<file path="src/rtl/mem_arbiter.sv">
// mem_arbiter
//   Shares one multi-cycle memory port between instruction fetch and the
//   data load/store unit. One transaction is latched at a time. The memory
//   port is driven until mem_ack, and the read data is returned (registered)
//   to the requester that owns the transaction.
//
//   Optional build macro:
//     MEM_ARB_RR_EN - round-robin arbitration on contention. When it is not
//                     defined, data requests always win on contention.
//
// Ports
//   clk, rst                      clock, synchronous active-low reset
//   if_req/if_addr                fetch request in
//   if_gnt/if_rvalid/if_rdata     fetch accept pulse, data pulse, data
//   d_req/d_we/d_be/d_addr/d_wdata data request in
//   d_gnt/d_rvalid/d_rdata        data accept pulse, completion pulse, load data
//   mem_req/we/be/addr/wdata      memory request, held until mem_ack
//   mem_ack/mem_rdata             memory completion and read data
//   busy                          a transaction is in flight
module mem_arbiter #(
    parameter int AW = 32,
    parameter int DW = 32
) (
    input  logic            clk,
    input  logic            rst,
    input  logic            if_req,
    input  logic [AW-1:0]   if_addr,
    output logic            if_gnt,
    output logic            if_rvalid,
    output logic [DW-1:0]   if_rdata,
    input  logic            d_req,
    input  logic            d_we,
    input  logic [DW/8-1:0] d_be,
    input  logic [AW-1:0]   d_addr,
    input  logic [DW-1:0]   d_wdata,
    output logic            d_gnt,
    output logic            d_rvalid,
    output logic [DW-1:0]   d_rdata,
    output logic            mem_req,
    output logic            mem_we,
    output logic [DW/8-1:0] mem_be,
    output logic [AW-1:0]   mem_addr,
    output logic [DW-1:0]   mem_wdata,
    input  logic            mem_ack,
    input  logic [DW-1:0]   mem_rdata,
    output logic            busy
);

    typedef enum logic [1:0] {IDLE, IF_BUSY, D_BUSY} state_t;
    state_t state;

    logic grant_if, grant_d;

`ifdef MEM_ARB_RR_EN
    // 1 = data was granted last, 0 = fetch was granted last.
    logic last_d;

    always_comb begin
        grant_if = 1'b0;
        grant_d  = 1'b0;
        if (state == IDLE) begin
            if (if_req && d_req) begin
                grant_d  = !last_d;
                grant_if = last_d;
            end else begin
                grant_d  = d_req;
                grant_if = if_req;
            end
        end
    end

    always_ff @(posedge clk) begin
        if (!rst)
            last_d <= 1'b0;
        else if (grant_d)
            last_d <= 1'b1;
        else if (grant_if)
            last_d <= 1'b0;
    end
`else
    always_comb begin
        grant_if = 1'b0;
        grant_d  = 1'b0;
        if (state == IDLE) begin
            grant_d  = d_req;
            grant_if = if_req && !d_req;
        end
    end
`endif

    assign if_gnt = grant_if;
    assign d_gnt  = grant_d;
    assign busy   = (state != IDLE);

    always_ff @(posedge clk) begin
        if (!rst) begin
            state     <= IDLE;
            mem_req   <= 1'b0;
            mem_we    <= 1'b0;
            mem_be    <= '0;
            mem_addr  <= '0;
            mem_wdata <= '0;
            if_rvalid <= 1'b0;
            d_rvalid  <= 1'b0;
            if_rdata  <= '0;
            d_rdata   <= '0;
        end else begin
            if_rvalid <= 1'b0;
            d_rvalid  <= 1'b0;
            case (state)
                IDLE: begin
                    // mem_ack here is stray and deliberately ignored.
                    if (grant_d) begin
                        state     <= D_BUSY;
                        mem_req   <= 1'b1;
                        mem_we    <= d_we;
                        mem_be    <= d_be;
                        mem_addr  <= d_addr;
                        mem_wdata <= d_wdata;
                    end else if (grant_if) begin
                        state     <= IF_BUSY;
                        mem_req   <= 1'b1;
                        mem_we    <= 1'b0;
                        mem_be    <= '1;
                        mem_addr  <= if_addr;
                        mem_wdata <= '0;
                    end
                end
                IF_BUSY, D_BUSY: begin
                    if (mem_ack) begin
                        state     <= IDLE;
                        mem_req   <= 1'b0;
                        mem_we    <= 1'b0;
                        mem_be    <= '0;
                        mem_addr  <= '0;
                        mem_wdata <= '0;
                        if (state == IF_BUSY) begin
                            if_rvalid <= 1'b1;
                            if_rdata  <= mem_rdata;
                        end else begin
                            d_rvalid  <= 1'b1;
                            // Stores complete with zero data.
                            d_rdata   <= mem_we ? '0 : mem_rdata;
                        end
                    end
                end
                default: state <= IDLE;
            endcase
        end
    end

endmodule

</file>
<file path="config.mk">
export PLATFORM = sky130hd
export DESIGN_NAME = mem_arbiter
export DESIGN_NICKNAME = d
export VERILOG_FILES = /design/src/rtl/mem_arbiter.sv
export SDC_FILE = /design/constraint.sdc
export NUM_CORES = 1
export LEC_CHECK = 0
export ABC_AREA = 0
export CORE_MARGIN = 3
export CORE_UTILIZATION = 41
export DETAILED_ROUTE_END_ITERATION = 10
export GPL_TIMING_DRIVEN = 1
export PLACE_DENSITY_LB_ADDON = 0.15
export SETUP_SLACK_MARGIN = 0.3
export SLEW_MARGIN = 15
export SYNTH_ARGS = -nofsm -noshare
export SYNTH_HDL_FRONTEND = slang
export SYNTH_SLANG_ARGS = --single-unit
</file>
<file path="constraint.sdc">
create_clock -name clk -period 4.4 [get_ports clk]
set_clock_uncertainty 0.2 [all_clocks]
set_input_delay 1.32 -clock clk [delete_from_list [all_inputs] [get_ports clk]]
set_output_delay 1.32 -clock clk [all_outputs]
set_load 0.1 [all_outputs]
</file>
==> impl_metrics.csv, run 1 <==
group,metric,value,unit
status,status,"complete, no violations",
worst_setup_path,cp_max_fo,4,
sta,timing.final.crit_period,3.969,ns
global_route,grt_pass1_wl,25.62,mm
die,die_x,115.9,µm
finish,diodes,0,
drt,wire_per_inst,18.45,µm
die,ios,277,
clocking,cts_tree,"built",
worst_setup_path,end_kind,"primary output",
synth,seq_area_frac_synth,55.81,%
synth,async_flop_share,0,%
synth,synth_area,4950,µm²
clocking,insertion_delay,0.41,ns
drt,first_pass_iters,5,
sta,finalCritPeriodShare,90.22,%
synth,syn-num-nets,634,
worst_setup_path,r2r_cells,6,
worst_setup_path,startpoint_type,"primary input",
worst_setup_path,cp-startpoint,"if_req",
synth,ys_warn_count,0,
drt,routed_wl,16.81,mm
sta,setup_tns,0,ns
sta,setup_viol,0,
sta,worst_pin_slew,1.079,ns
flow_run,cap_violations,0,
worst_setup_path,cp-endpoint,"if_gnt",
synth,synth_edf_count,0,
worst_setup_path,critPathRequiredTime,2.88,ns
clocking,numCtsBuffers,17,
pwr,peakVddDrop,0.4028,mV
synth,synthTopCellsByCount,"dfxtp_1 (138), nand2_1 (107), mux2i_1 (36), a21oi_1 (35), a32o_1 (33)",
clocking,htree_levels,4,
synth,yosysMostFrequentCell,"dfxtp_1",
synth,synth_flop_cell,"dfxtp_1",
drt,ant_nets,0,
drt,drt_iter0_markers,369,
drt,vias_per_cell,5.362,
synth,synth_top_cell_by_area,"dfxtp_1",
clocking,cts_setup_buffers,0,
global_route,grt_overflow_total,0,
sta,fmax,251.9,MHz
worst_setup_path,path_class,"primary input to primary output",
sta,hold_viol_final,0,
clocking,cts-root-buf,"clkbuf_16",
worst_hold_path,hold_class,"flop to flop",
finish,fill_cells,861,
die,fp.coreArea,11610,µm²
clocking,cts_buffer_depth,2,
pwr,cellLeakagePower,3.196,nW
placed_design,port_buffers,276,
worst_setup_path,cp.arrival,2.45,ns
die,fp-row-count,39,
die,die_area,13430,µm²
placed_design,dp_hpwl,12.16,mm
clocking,cts.sinks,138,
die,die_y,115.9,µm
worst_setup_path,reg2reg_slack,1.85,ns
global_route,grt_use_total,24.67,%
clocking,cts_hold_buf,0,
global_route,grt_start_max_net_pins,40,
die,start_util,42.62,%
placed_design,gp_congestion,0.7729,
global_route,first_global_vias,5081,
pwr,powerDensity,566.8,nW/µm²
placed_design,placed_cell_area,7796,µm²
drt,drcViolationCount,0,
worst_setup_path,r2r-start,"state[0]",
finish,fin_nets,897,
synth,syn_inst,492,
worst_setup_path,r2r-end,"mem_wdata[30]",
clocking,cts_resized,0,
synth,synth_seq_cells,138,
global_route,antenna_found_initial,0,
synth,ys_types,30,
finish,final_area,8417,µm²
finish,drive_above_1_share,6.901,%
sta,maxSlewHeadroom,27.63,%
drt,vias,4885,
synth,synth_top_area_share,55.81,%
synth,syn_area_per_cell,10.06,µm²
sta,maxSlewViolCount,0,
sta,rsz0062_at_grt,"false",
clocking,path_clk_slew,0.05,ns
synth,yosys-top-cells-area,"dfxtp_1 (56%), nand2_1 (8.1%), mux2i_1 (7.3%)",
finish,area_growth,70.05,%
## per-layer routing
metal / track usage (%) / vias to the layer above / share of wire (%)
met5: 0 / - / 0
met4: 13.61 / 0 / 4.6
met3: 8.930 / 49 / 8.9
met2: 42.27 / 277 / 50
met1: 26.37 / 2262 / 37
li1: - / 2297 / -
## state kept, by name (all words and copies together) (netlist names)
signal     flops
mem_wdata     32
state          2
mem_be         4
mem_req        1
if_rdata      32
mem_addr      32
mem_we         1
d_rdata       32
if_rvalid      1
d_rvalid       1
## worst max-delay path, cell delays in order
cell and delay (ns):
clkdlybuf4s50_1 0.57, nand2_1 0.19, nor2_2 0.18, buf_12 0.19
## per-stage QoR
stage          util, %  std cells  hold slack (ns)  power (W)  worst slack [ns]
2_1_floorplan        -        492           0.2671   0.002817            0.6667
3_3_place_gp     67.13        879           0.2398   0.003292            0.4854
3_5_place_dp     67.13        879           0.2470   0.003315            0.4508
4_1_cts          72.45        911           0.2553   0.004796            0.4385
5_1_grt          72.47        911           0.2724   0.004920            0.3906
6_report         72.47        911           0.2539   0.004771            0.4305
## worst min path at each step
stage	start	slack, ns	end	cells after the start
after global placement	d_rdata[23]	0.24	d_rdata[23]	2
final	if_rdata[28]	0.25	if_rdata[28]	2
after floorplan	state[1]	0.27	state[1]	2
after global routing	if_rdata[23]	0.27	if_rdata[23]	2
after CTS	if_rdata[28]	0.26	if_rdata[28]	2
after detailed placement	if_rdata[16]	0.25	if_rdata[16]	2
## area by class of cell
cell class	count	area (µm²)	area share (%)
clock buffer	26	509.2	6.050
clock inverter	6	108.9	1.293
inverter	6	22.52	0.2676
multi-input combinational	307	1997	23.73
sequential	138	2763	32.82
tap	143	178.9	2.126
timing repair buffer	285	2838	33.71
## placed cells by master, fill, tap and decap left out, types with 2 or more instances in the layout
cell	instances
a32o_1	33
clkdlybuf4s50_1	270
mux2i_1	36
clkbuf_16	17
clkbuf_1	4
clkbuf_8	5
nand3_1	3
buf_4	12
nand2_1	107
and2_2	2
ha_1	4
nor2_1	3
clkinv_2	2
buf_12	2
o22ai_1	32
dfxtp_1	138
nor2b_1	2
a22o_1	30
inv_1	4
bufinv_16	3
or3b_2	2
o21ai_0	6
a21oi_1	35
## cells by family (layout without fill, tap and decap cells)
kind of cell	after synthesis	in the layout	synth area share, %
adder cells (fa/ha/maj)	4	4	1.011
AO/OA/AOI/OAI	140	140	20.88
flip-flops	138	138	55.81
AND/OR/NAND/NOR	127	127	10.54
buffers and inverters	47	323	4.474
multiplexers	36	36	7.280
## report_power, final
part	internal [W]	switching [W]	total [W]	leakage, nW
combinational	0.000474	0.00136	0.00183	1.77
clock	0.000967	0.000509	0.00148	0.305
sequential	0.00139	0.0000762	0.00146	1.12
total	0.00283	0.00194	0.00477	3.20
Note: power is estimated with default switching activity, not from simulation.
==> run 2, diff against run 1 <==
Settings changed: TNS_END_PERCENT set to 20.
==> results of run 2 <==
Same layout as run 1: the final DEF is identical, and so are final timing and power.
